`config.mk`:
```
export PLATFORM = sky130hd
export DESIGN_NAME = rtype_encoder
export DESIGN_NICKNAME = d
export VERILOG_FILES = /design/src/rtl/rtype_encoder.sv
export SDC_FILE = /design/constraint.sdc
export NUM_CORES = 1
export LEC_CHECK = 0
export ABC_AREA = 1
export CELL_PAD_IN_SITES_DETAIL_PLACEMENT = 1
export CELL_PAD_IN_SITES_GLOBAL_PLACEMENT = 1
export CORE_MARGIN = 1.5
export CORE_UTILIZATION = 35
export CTS_CLUSTER_DIAMETER = 120
export CTS_CLUSTER_SIZE = 14
export DETAILED_ROUTE_END_ITERATION = 8
export GPL_TIMING_DRIVEN = 0
export PLACE_DENSITY_LB_ADDON = 0.1
export SLEW_MARGIN = 20
export SYNTH_ARGS = -nofsm -noshare
export SYNTH_HDL_FRONTEND = slang
export SYNTH_SLANG_ARGS = --single-unit
```
`constraint.sdc`:
```
create_clock -name clk -period 3.7 [get_ports clk]
set_input_delay 0.555 -clock clk [delete_from_list [all_inputs] [get_ports clk]]
set_output_delay 0.555 -clock clk [all_outputs]
set_load 0.1 [all_outputs]
```
`src/rtl/rtype_encoder.sv`:
```
// R-type instruction encoder for the monitor: turns an ALU control code plus register
// fields back into a MIPS R-type word and writes it to instruction memory at a running pointer.
module rtype_encoder #(
    parameter int ADDR_WIDTH = 6
) (
    input  logic                  clk,
    input  logic                  reset_n,
    input  logic                  start,
    input  logic [ADDR_WIDTH-1:0] start_addr,
    input  logic                  in_valid,
    output logic                  in_ready,
    input  logic [2:0]            in_alucontrol,
    input  logic [4:0]            in_rs,
    input  logic [4:0]            in_rt,
    input  logic [4:0]            in_rd,
    output logic                  imem_we,
    output logic [ADDR_WIDTH-1:0] imem_addr,
    output logic [31:0]           imem_wd,
    output logic                  busy,
    output logic                  full,
    output logic                  err,
    output logic [ADDR_WIDTH:0]   count
);

    typedef enum logic [1:0] {
        S_IDLE  = 2'd0,
        S_WRITE = 2'd1,
        S_ERR   = 2'd2
    } state_t;

    state_t                state_q, state_d;
    logic [ADDR_WIDTH-1:0] ptr_q, ptr_d;
    logic [ADDR_WIDTH:0]   count_q, count_d;
    logic                  full_q, full_d;
    logic                  err_q, err_d;
    logic [ADDR_WIDTH-1:0] addr_q, addr_d;
    logic [31:0]           wd_q, wd_d;
    logic                  accept;
    logic                  code_legal;

    function automatic logic is_legal(input logic [2:0] code);
        case (code)
            3'b010, 3'b110, 3'b000, 3'b001, 3'b111: is_legal = 1'b1;
            default:                                is_legal = 1'b0;
        endcase
    endfunction

    function automatic logic [5:0] funct_of(input logic [2:0] code);
        case (code)
            3'b010:  funct_of = 6'b100000;
            3'b110:  funct_of = 6'b100010;
            3'b000:  funct_of = 6'b100100;
            3'b001:  funct_of = 6'b100101;
            3'b111:  funct_of = 6'b101010;
            default: funct_of = 6'b000000;
        endcase
    endfunction

    function automatic logic [31:0] encode_word(input logic [2:0] code,
                                                input logic [4:0] rs,
                                                input logic [4:0] rt,
                                                input logic [4:0] rd);
        encode_word = {6'b000000, rs, rt, rd, 5'b00000, funct_of(code)};
    endfunction

    assign code_legal = is_legal(in_alucontrol);
    assign accept     = in_valid && in_ready;

    always_ff @(posedge clk or negedge reset_n) begin
        if (!reset_n) begin
            state_q <= S_IDLE;
        end else begin
            state_q <= state_d;
        end
    end

    // start overrides every state so the monitor can always recover a load
    always_comb begin
        state_d = state_q;
        if (start) begin
            state_d = S_IDLE;
        end else begin
            case (state_q)
                S_IDLE: begin
                    if (accept) begin
                        state_d = code_legal ? S_WRITE : S_ERR;
                    end
                end
                S_WRITE: state_d = S_IDLE;
                S_ERR:   state_d = S_ERR;
                default: state_d = S_IDLE;
            endcase
        end
    end

    always_comb begin
        in_ready = (state_q == S_IDLE) && !full_q && !start;
        imem_we  = (state_q == S_WRITE);
        busy     = (state_q == S_WRITE);
    end

    // A write that coincides with start still reaches memory; only its count bump is lost
    always_comb begin
        ptr_d   = ptr_q;
        count_d = count_q;
        full_d  = full_q;
        err_d   = err_q;
        addr_d  = addr_q;
        wd_d    = wd_q;
        if (start) begin
            ptr_d   = start_addr;
            count_d = '0;
            full_d  = 1'b0;
            err_d   = 1'b0;
        end else begin
            case (state_q)
                S_IDLE: begin
                    if (accept) begin
                        if (code_legal) begin
                            addr_d = ptr_q;
                            wd_d   = encode_word(in_alucontrol, in_rs, in_rt, in_rd);
                        end else begin
                            err_d = 1'b1;
                        end
                    end
                end
                S_WRITE: begin
                    count_d = count_q + 1'b1;
                    if (&ptr_q) begin
                        full_d = 1'b1;
                    end else begin
                        ptr_d = ptr_q + 1'b1;
                    end
                end
                default: ;
            endcase
        end
    end

    always_ff @(posedge clk or negedge reset_n) begin
        if (!reset_n) begin
            ptr_q   <= '0;
            count_q <= '0;
            full_q  <= 1'b0;
            err_q   <= 1'b0;
            addr_q  <= '0;
            wd_q    <= '0;
        end else begin
            ptr_q   <= ptr_d;
            count_q <= count_d;
            full_q  <= full_d;
            err_q   <= err_d;
            addr_q  <= addr_d;
            wd_q    <= wd_d;
        end
    end

    assign imem_addr = addr_q;
    assign imem_wd   = wd_q;
    assign full      = full_q;
    assign err       = err_q;
    assign count     = count_q;

endmodule

```
==> results.md, run 1 <==
| Parameter | Reported |
| --- | --- |
| Setup TNS | 0 ns |
| Portion of the clock cycle consumed by the worst path in the final layout | 80.6% |
| Max-cap violations | 0 |
| Vert. Die Dim | 82.3 um |
| Number of H-tree levels | 2 |
| Synthesized netlist cell count | 264 |
| Share of power burned in combinational logic | 49.9% |
| Detail Route Antenna Nets | 0 |
| Final standard cell utilization of the core | 51.9% |
| Number of unique standard cell types used by synthesis | 30 |
| Power density normalized to cell area | 636 nW/um^2 |
| Number of DRC violations after detailed routing | 0 |
| RePlAce Congestion | 0.758 |
| Pleak | 0.00155 uW |
| Worst setup timing slack at the placement stage | 0.843 ns |
| Final setup slack of the worst path | 0.716 ns |
| Time the worst path needs with I/O delays and setup | 2.98 ns |
| Maximum resistive drop on vdd | 0.000451 V |
| Clock-pin slew on the worst setup and hold paths | 0.08 ns |
| Max Clock Freq | 0.335 GHz |
| Fraction of power spent switching nets | 49.8% |
| Final net count | 379 |
| Final non-filler cell area | 3110 sq um |
| Post-CTS Setup Inserts | 0 |
| Clk sink count | 43 |
| Clock Latency Late Sink | 0.30 ns |
| Area after DPL | 2990 sq um |
| Startpoint-to-endpoint class of the critical path | flip-flop to primary output |
| Setup Viol. Count Final | 0 |
| Routed WL per cell | 13.1 um |
| Wire length on met1 | 2290 um |
| Root buf cell | sky130_fd_sc_hd__clkbuf_8 |
| Uppermost layer routed | met4 |
| Starting density of the core | 36.8% |
| Overall routed net length | 5530 um |
| Final antenna diode count | 0 |
| Net switching power | 986 uW |
| Yosys synthesis warning count | 0 |
| Startpoint class of the critical path | flip-flop |
| Area growth from synthesis to layout | 41.2% |
| Data required time at the worst endpoint | 3.14 ns |
| Internal power of the cells | 994 uW |
| Number of flip-flops and latches in the synthesized netlist | 43 |
| Hold Vio Cnt, Final | 0 |
| Sequential fraction of the synthesis area | 48.8% |
| DRC violation total after the first TritonRoute iteration | 48 |
| Syn Std Cell Area | 2200 sq um |
| Die Footprint | 6780 sq um |
| Mean Syn Cell Area | 8.35 sq um |
| Fillers | 714 |
| Sequential cell fraction of total power | 30.8% |
| Worst Max-Slew Pin Slew | 1.00 ns |
| Data arrival at the endpoint of the critical path | 2.43 ns |
| Number of buffers added to fix hold violations after cts | 0 |
| Cell row count | 28 |
| Global-route wire length before repair | 9360 um |
| Fin Clk Skew | 0.00706 ns |
| Via count of the first global-routing pass | 2059 |
| Worst R2R Path Depth | 9 |
| Run status | complete, no violations |
| IO Count | 78 |
| Type of destination of the critical path | primary output |
| # port buffers | 64 |
| Met3 routed WL | 359 um |
| Number of gates resized after cts | 0 |
| CTS tree | yes |
| Crit Reg-Reg Endpoint | ptr_q[4]$_DFFE_PN0P_ |
| Proportion of layout cells with a drive suffix above 1 | 14.4% |
| Routed met2 length | 2810 um |
| Maximum number of pins on one net before global-route repair | 25 |
| Overall power consumption | 1980 uW |
| Placeable Area | 5990 sq um |
| Gr usage total | 18.5% |
| Total clock buffers created by CTS | 5 |
| DR pass1 iterations | 4 |
| Slew HR | 32.8% |
| Via density per instance | 4.60 |
| Share of power burned in the clock network | 19.3% |
| Source of the worst register-to-register timing path | ptr_q[0]$_DFFE_PN0P_ |
| Overall overflow remaining after global route | 0 |
| Path class of the lowest-slack min-delay path | primary input to async pin |
| Initial antenna violation count | 0 |
| Number of vias in the routed layout | 1944 |
| Crit-path max FO | 5 |
| Max-slew violation count | 0 |
| Unrepaired setup endpoints after global routing | no |
| Horizontal extent of the die | 82.3 um |
| Maximum clock insertion buffer count | 2 |
| Detailed Place HPWL | 4210 um |
| Worst reg2reg setup slack | 2.21 ns |
[how the worst max path moves through the flow]
| stage | endpoint | slack (ns) | startpoint | cells past startpoint |
|---|---|---|---|---|
| after floorplan | imem_we | 0.81 | state_q[0]$_DFFE_PN0P_ | 3 |
| final | imem_we | 0.72 | state_q[0]$_DFFE_PN0P_ | 4 |
| after global routing | imem_we | 0.57 | state_q[0]$_DFFE_PN0P_ | 4 |
| after detailed placement | in_ready | 0.84 | start | 6 |
| after global placement | imem_wd[24]$_DFFE_PN0P_ | 0.76 | reset_n | 1 |
| after CTS | imem_we | 0.68 | state_q[0]$_DFFE_PN0P_ | 4 |
[through the flow]
| step | std cells | hold slack [ns] |
|---|---|---|
| 2_1_floorplan | 275 | 0.259 |
| 3_3_place_gp | 414 | 0.452 |
| 3_5_place_dp | 415 | 0.462 |
| 4_1_cts | 423 | 0.229 |
| 5_1_grt | 423 | 0.247 |
| 6_report | 423 | 0.213 |
[worst max-delay path: stages (launching register included)]
cell and delay (ns):
sky130_fd_sc_hd__dfrtp_1 0.46, sky130_fd_sc_hd__inv_1 0.06, sky130_fd_sc_hd__nor2_1 0.31, sky130_fd_sc_hd__buf_4 0.18
sky130_fd_sc_hd__clkdlybuf4s50_1 1.12
[layout by cell type, fill, tap and decap left out, types with 2 or more instances in the layout]
cell and n:
sky130_fd_sc_hd__nand2_1 104, sky130_fd_sc_hd__clkdlybuf4s50_1 63, sky130_fd_sc_hd__dfrtp_1 43, sky130_fd_sc_hd__inv_1 23, sky130_fd_sc_hd__nor2_1 19, sky130_fd_sc_hd__buf_4 13, sky130_fd_sc_hd__conb_1 12, sky130_fd_sc_hd__nand3_1 10
sky130_fd_sc_hd__o21ai_2 9, sky130_fd_sc_hd__o21ai_0 7, sky130_fd_sc_hd__clkbuf_8 7, sky130_fd_sc_hd__buf_6 4, sky130_fd_sc_hd__a21oi_1 4, sky130_fd_sc_hd__ha_1 4, sky130_fd_sc_hd__buf_2 2, sky130_fd_sc_hd__nor3_1 2
sky130_fd_sc_hd__inv_2 2, sky130_fd_sc_hd__nand2_2 2, sky130_fd_sc_hd__o21ai_1 2, sky130_fd_sc_hd__nand4_1 2
[synth_stat cells, drive strengths merged]
master / number / share of area, %
a21oi: 4 / 0.91
nor2: 21 / 4.7
nand2: 107 / 19
o22ai: 1 / 0.28
buf: 18 / 6.7
nand3: 12 / 3.5
ha: 4 / 2.3
or2: 1 / 0.28
clkbuf: 1 / 0.62
nand3b: 1 / 0.34
conb: 1 / 0.17
nand4: 3 / 1.5
o21ai: 18 / 5.6
dfrtp: 43 / 49
inv: 26 / 4.7
o211ai: 1 / 0.34
nor3: 2 / 0.45
[power groups by stage]
stage / Combinational, uW / Sequential (uW) / Clock, uW
global placement: 981 / 615 / 0
finish: 987 / 610 / 382
floorplan: 223 / 1140 / 0
global route: 1030 / 623 / 412
detailed placement: 993 / 619 / 0
CTS: 995 / 613 / 397
[layer usage]
layer,track usage (%),vias up
li1,-,957
met1,21.8,931
met2,31.8,49
met3,5.82,7
met4,6.10,0
met5,0,-
[registers in the layout, summed over array words and instances, names as in the netlist]
register and count:
ptr_q 6, count 7, full 1, err 1, state_q 2, imem_addr 6
imem_wd 20
[layout make-up]
cell class / count / area [sq um] / area share [%]
clock buffer: 6 / 82.6 / 2.65
tap: 75 / 93.8 / 3.02
timing repair buffer: 65 / 656 / 21.1
clock inverter: 2 / 35.0 / 1.13
multi-input combinational: 187 / 905 / 29.1
buffer: 19 / 161 / 5.19
sequential: 43 / 1080 / 34.6
inverter: 26 / 103 / 3.30
[cells by family (layout without fill, tap and decap cells)]
kind of cell | Yosys count | in the layout | synth area share, %
DFF | 43 | 43 | 48.8
other | 1 | 12 | 0.170
and+or+nand+nor | 147 | 147 | 29.6
buffers and inverters | 45 | 118 | 12.0
adders and majority gates | 4 | 4 | 2.27
AOI/OAI and AO/OA | 24 | 24 | 7.16
No activity file was read; power rests on OpenSTA's default activity.
==> run 2: changes to the inputs <==
--- a/config.mk
+++ b/config.mk
@@ -9,7 +9,7 @@
 export CELL_PAD_IN_SITES_DETAIL_PLACEMENT = 1
 export CELL_PAD_IN_SITES_GLOBAL_PLACEMENT = 1
 export CORE_MARGIN = 1.5
-export CORE_UTILIZATION = 35
+export CORE_UTILIZATION = 32
 export CTS_CLUSTER_DIAMETER = 120
 export CTS_CLUSTER_SIZE = 14
 export DETAILED_ROUTE_END_ITERATION = 8
==> constraint.sdc (replaced) <==
create_clock -name clk -period 2.8 [get_ports clk]
set_input_delay 0.42 -clock clk [delete_from_list [all_inputs] [get_ports clk]]
set_output_delay 0.42 -clock clk [all_outputs]
set_load 0.1 [all_outputs]
==> run 2 against run 1 <==
  * Flip-flop and latch count stayed put
  * Global-route usage is 2.4 points lower
  * Sequential power is 32% higher
  * Highest routed layer unchanged
  * Clock skew is 0.0017 ns higher
  * Critical path type unchanged
  * Largest cell class unchanged
  * Clock-buffer cell count stayed put
  * Critical path depth stayed put
  * Cell area is 0.24% higher
  * Die area is 9.0% higher
  * Cell count is 1.2% higher
  * Via count is 1.4% lower
==> results.md, run 2 (synthesized netlist as in run 1, its figures left out) <==
| Parameter | Reported |
| --- | --- |
| # port buffers | 64 |
| Max FFs per register | 20 |
| Most frequent standard cell in the layout excluding fill and tap cells | sky130_fd_sc_hd__nand2_1 |
| Maximum number of pins on one net before global-route repair | 28 |
| Slew HR | 33.4% |
| Number of gates resized after cts | 1 |
| Overall routed net length | 5330 um |
| DRC violation total after the first TritonRoute iteration | 44 |
| Max-slew violation count | 0 |
| Final setup slack of the worst path | 0.173 ns |
| Clock Latency Late Sink | 0.30 ns |
| Crit. Startpoint | state_q[0]$_DFFE_PN0P_ |
| Area growth from synthesis to layout | 41.6% |
| Total clock buffers created by CTS | 5 |
| Max-cap violations | 0 |
| Crit-path max FO | 5 |
| GR met3 Demand/Resource | 5.29% |
| Via density per instance | 4.48 |
| Number of vias in the routed layout | 1917 |
| Pleak | 0.00157 uW |
| Data required time at the worst endpoint | 2.38 ns |
| Startpoint-to-endpoint class of the critical path | flip-flop to primary output |
| Most frequent cells in the layout | 104 x sky130_fd_sc_hd__nand2_1, 61 x sky130_fd_sc_hd__clkdlybuf4s50_1, 43 x sky130_fd_sc_hd__dfrtp_1, 23 x sky130_fd_sc_hd__inv_1, 19 x sky130_fd_sc_hd__nor2_1 |
| Starting density of the core | 32.8% |
| Detail Route Antenna Nets | 0 |
| Die Footprint | 7390 sq um |
| CTS tree | yes |
| Biggest cell delay along the critical path | 1.12 ns |
| Worst R2R Path Depth | 9 |
| Post-CTS Setup Inserts | 0 |
| IO Count | 78 |
| Maximum clock insertion buffer count | 2 |
| Final non-filler cell area | 3120 sq um |
| Number of H-tree levels | 2 |
| Fin Clk Skew | 0.00877 ns |
| Time the worst path needs with I/O delays and setup | 2.63 ns |
| Cell row count | 30 |
| Root buf cell | sky130_fd_sc_hd__clkbuf_8 |
| Horizontal extent of the die | 86.0 um |
| Data arrival at the endpoint of the critical path | 2.21 ns |
| Gr usage total | 16.1% |
| Final antenna diode count | 0 |
| Unrepaired setup endpoints after global routing | no |
| Met2 usage in global routing | 25.2% |
| Placeable Area | 6720 sq um |
| Portion of the clock cycle consumed by the worst path in the final layout | 93.8% |
| Overall overflow remaining after global route | 0 |
| Number of DRC violations after detailed routing | 0 |
| Clock-pin slew on the worst setup and hold paths | 0.09 ns |
| Detailed Place HPWL | 4030 um |
| Number of placed cells counting well taps | 420 |
| RePlAce Congestion | 0.733 |
| Maximum resistive drop on vdd | 0.000566 V |
| Vert. Die Dim | 86.0 um |
| Number of buffers added to fix hold violations after cts | 0 |
| Startpoint class of the critical path | flip-flop |
| Path class of the lowest-slack min-delay path | primary input to async pin |
| Critical-path cell list | nor2_4 -> nand3_1 -> inv_1 -> clkdlybuf4s50_1 |
| Source of the worst register-to-register timing path | ptr_q[0]$_DFFE_PN0P_ |
| Type of destination of the critical path | primary output |
| Routed WL per cell | 12.4 um |
| DR pass1 iterations | 4 |
| Most Crowded Layer GR | met2 |
| Setup Viol. Count Final | 0 |
| Area after DPL | 3000 sq um |
| Clk sink count | 43 |
| Power density normalized to cell area | 840 nW/um^2 |
| Initial antenna violation count | 0 |
| Global-route wire length before repair | 9220 um |
| Met1 track demand over resource in global routing | 20.7% |
| Via count of the first global-routing pass | 1945 |
| Fillers | 819 |
| Max Clock Freq | 0.381 GHz |
| Worst Max-Slew Pin Slew | 0.996 ns |
| Hold Vio Cnt, Final | 0 |
| Final net count | 379 |
| Final std cells w/o fill | 428 |
| Cell with the largest stage delay on the worst path | sky130_fd_sc_hd__clkdlybuf4s50_1 |
| Worst hold slack across all endpoints | 0.0407 ns |
| Run status | complete, no violations |
| Overall power consumption | 2620 uW |
| Worst setup timing slack at the placement stage | 0.205 ns |
| Proportion of layout cells with a drive suffix above 1 | 14.4% |
[run 2: cell count changes in the layout (fill, tap and decap cells not counted)]
cell	delta
sky130_fd_sc_hd__dlygate4sd2_1	+1
sky130_fd_sc_hd__clkdlybuf4s50_1	-2
sky130_fd_sc_hd__dlymetal6s2s_1	+1
[run 2: stage by stage]
step | util (%) | TNS, ns
2_1_floorplan | - | 0
3_3_place_gp | 44.4 | -0.798
3_5_place_dp | 44.7 | 0
4_1_cts | 46.4 | 0
5_1_grt | 46.4 | 0
6_report | 46.4 | 0
[run 2: layout make-up]
| type | instances | area, sq um | share of cell area [%] |
|---|---|---|---|
| inverters | 26 | 103 | 3.29 |
| flip-flops and latches | 43 | 1080 | 34.5 |
| multi-input cells | 187 | 905 | 29.0 |
| clock buffers | 6 | 82.6 | 2.65 |
| repair buffers | 65 | 657 | 21.1 |
| well taps | 80 | 100 | 3.21 |
| plain buffers | 19 | 161 | 5.17 |
| clock inverters | 2 | 35.0 | 1.12 |
[run 2: worst max-delay path: cells and delay by family (launching register included)]
kind,cells,cell delay [ns]
buf+inv,2,1.18
flops,1,0.45
simple gates,2,0.27
[run 2: final timing paths]
path / endpoint / slack [ns]
min: ptr_q[2]$_DFFE_PN0P_ / 0.04
max reg2reg: ptr_q[4]$_DFFE_PN0P_ / 1.32
min reg2reg: imem_wd[13]$_DFFE_PN0P_ / 0.48
max in group asynchronous: imem_wd[20]$_DFFE_PN0P_ / 2.26
min in group clk: err$_DFFE_PN0P_ / 0.35
max: in_ready / 0.17
[run 2: report_power, final]
group	leakage [uW]	internal (uW)	total, uW	switching (uW)
combinational	0.000959	292	1300	1010
sequential	0.000553	731	804	72.8
clock	0.0000612	289	517	228
total	0.00157	1310	2620	1310
[run 2: routing by layer]
| metal | part of all wire [%] | routed length [um] | up-vias |
|---|---|---|---|
| li1 | - | - | 956 |
| met1 | 45 | 2400 | 908 |
| met2 | 47 | 2490 | 48 |
| met3 | 6.9 | 369 | 5 |
| met4 | 1.4 | 74 | 0 |
| met5 | 0 | 0 | - |
==> run 3: changes to the inputs <==
==> constraint.sdc (replaced) <==
create_clock -name clk -period 2.8 [get_ports clk]
set_input_delay 0.42 -clock clk [delete_from_list [all_inputs] [get_ports clk]]
set_output_delay 0.42 -clock clk [all_outputs]
set_load 0.01 [all_outputs]
==> run 3 against run 2 <==
  * Maximum frequency increased by 17%
  * Sequential share of layout area is essentially flat
  * Cell count unchanged
  * Clock-buffer cell count unchanged
  * Global-route usage is the same
  * Clock power about the same
  * Cell area about the same
  * Utilization about the same
  * Highest routed layer unchanged
==> results.md, run 3 (synthesized netlist as in run 1, its figures left out) <==
| Parameter | Reported |
| --- | --- |
| Final setup slack of the worst path | 0.559 ns |
| DR pass1 iterations | 4 |
| Maximum clock insertion buffer count | 2 |
| Clock Latency Late Sink | 0.30 ns |
| Overall overflow remaining after global route | 0 |
| Portion of the clock cycle consumed by the worst path in the final layout | 80.0% |
| Maximum number of pins on one net before global-route repair | 28 |
| Gr usage total | 16.1% |
| Most frequent cells in the layout | 104 x sky130_fd_sc_hd__nand2_1, 63 x sky130_fd_sc_hd__clkdlybuf4s50_1, 43 x sky130_fd_sc_hd__dfrtp_1, 23 x sky130_fd_sc_hd__inv_1, 19 x sky130_fd_sc_hd__nor2_1 |
| Data required time at the worst endpoint | 2.38 ns |
| Routed WL per cell | 12.4 um |
| Startpoint-to-endpoint class of the critical path | flip-flop to primary output |
| Hold Vio Cnt, Final | 0 |
| RePlAce Congestion | 0.733 |
| Met1 track demand over resource in global routing | 20.7% |
| Root buf cell | sky130_fd_sc_hd__clkbuf_8 |
| Max Clock Freq | 0.446 GHz |
| Fin Clk Skew | 0.00877 ns |
| Area after DPL | 3000 sq um |
| # port buffers | 64 |
| Worst setup timing slack at the placement stage | 0.740 ns |
| Number of H-tree levels | 2 |
| Cell with the largest stage delay on the worst path | sky130_fd_sc_hd__clkdlybuf4s50_1 |
| CTS tree | yes |
| Global-route wire length before repair | 9220 um |
| Run status | complete, no violations |
| Detailed Place HPWL | 4030 um |
| Number of vias in the routed layout | 1917 |
| Via density per instance | 4.48 |
| Overall routed net length | 5320 um |
| Proportion of layout cells with a drive suffix above 1 | 14.4% |
| Crit-path max FO | 5 |
| Post-CTS Setup Inserts | 0 |
| Max FFs per register | 20 |
| Via count of the first global-routing pass | 1945 |
| Power density normalized to cell area | 599 nW/um^2 |
| Initial antenna violation count | 0 |
| Maximum resistive drop on vdd | 0.000353 V |
| Die Footprint | 7390 sq um |
| Unrepaired setup endpoints after global routing | no |
| Cell row count | 30 |
| Number of DRC violations after detailed routing | 0 |
| Area growth from synthesis to layout | 41.5% |
| Final non-filler cell area | 3120 sq um |
| Crit. Startpoint | state_q[0]$_DFFE_PN0P_ |
| Placeable Area | 6720 sq um |
| Number of buffers added to fix hold violations after cts | 0 |
| Met2 usage in global routing | 25.2% |
| Fillers | 818 |
| Number of gates resized after cts | 0 |
| Detail Route Antenna Nets | 0 |
| DRC violation total after the first TritonRoute iteration | 44 |
| IO Count | 78 |
| Clk sink count | 43 |
| Data arrival at the endpoint of the critical path | 1.82 ns |
| Horizontal extent of the die | 86.0 um |
| Biggest cell delay along the critical path | 0.52 ns |
| Max-slew violation count | 0 |
| Time the worst path needs with I/O delays and setup | 2.24 ns |
| Source of the worst register-to-register timing path | ptr_q[0]$_DFFE_PN0P_ |
| Most Crowded Layer GR | met2 |
| Startpoint class of the critical path | flip-flop |
| Type of destination of the critical path | primary output |
| Path class of the lowest-slack min-delay path | primary input to async pin |
| GR met3 Demand/Resource | 5.29% |
| Clock-pin slew on the worst setup and hold paths | 0.09 ns |
| Total clock buffers created by CTS | 5 |
| Max-cap violations | 0 |
| Starting density of the core | 32.8% |
| Critical-path cell list | inv_1 -> nor2_1 -> buf_4 -> clkdlybuf4s50_1 |
| Pleak | 0.00155 uW |
| Number of placed cells counting well taps | 420 |
| Most frequent standard cell in the layout excluding fill and tap cells | sky130_fd_sc_hd__nand2_1 |
| Setup Viol. Count Final | 0 |
| Final std cells w/o fill | 428 |
| Final antenna diode count | 0 |
| Final net count | 379 |
| Vert. Die Dim | 86.0 um |
run 3: cell types whose count changed in the layout (fill, tap and decap cells not counted), sizes merged:
cell	delta
clkdlybuf4s50	+2
dlygate4sd2	-1
dlymetal6s2s	-1
run 3: path summary, 6_finish.rpt:
check                           slack (ns)  cells after the start                 endpoint
max in group asynchronous             2.26                      2  imem_wd[20]$_DFFE_PN0P_
worst min-delay path                  0.04                      1     ptr_q[2]$_DFFE_PN0P_
min in group clk                      0.35                      2          err$_DFFE_PN0P_
worst max register to register        1.32                      9     ptr_q[4]$_DFFE_PN0P_
worst max-delay path                  0.56                      4                  imem_we
worst min register to register        0.48                      2  imem_wd[13]$_DFFE_PN0P_
run 3: cell type report:
| cell class | instances | area, sq um | share of cell area (%) |
|---|---|---|---|
| clock inverter | 2 | 35.0 | 1.12 |
| buffer | 19 | 161 | 5.18 |
| multi-input combinational | 187 | 905 | 29.0 |
| sequential | 43 | 1080 | 34.5 |
| clock buffer | 6 | 82.6 | 2.65 |
| inverter | 26 | 103 | 3.29 |
| timing repair buffer | 65 | 656 | 21.0 |
| tap | 80 | 100 | 3.21 |
run 3: per-layer routing:
layer	routed length (um)	up-vias
met3	366	5
met1	2400	908
li1	-	956
met5	0	-
met4	74	0
met2	2490	48
run 3: critical path: cells and delay by family, from the launching register on:
| family | cells | cell delay (ns) |
|---|---|---|
| buffers and inverters | 3 | 0.76 |
| flip-flops | 1 | 0.46 |
| AND/OR/NAND/NOR | 1 | 0.31 |
run 3: power by group:
group | leakage, uW | internal [uW] | switching, uW
Sequential | 0.000553 | 731 | 72.8
Combinational | 0.000938 | 295 | 253
Clock | 0.0000612 | 289 | 228
run 3: per-stage QoR:
stage | total power, uW | hold slack [ns] | utilization, % | setup TNS, ns
CTS | 1900 | 0.0519 | 46.4 | 0
finish | 1870 | 0.0407 | 46.4 | 0
floorplan | 1060 | 0.124 | - | 0
global placement | 1360 | 0.453 | 44.4 | -0.798
detailed placement | 1370 | 0.392 | 44.7 | 0
global route | 2000 | 0.0671 | 46.4 | 0
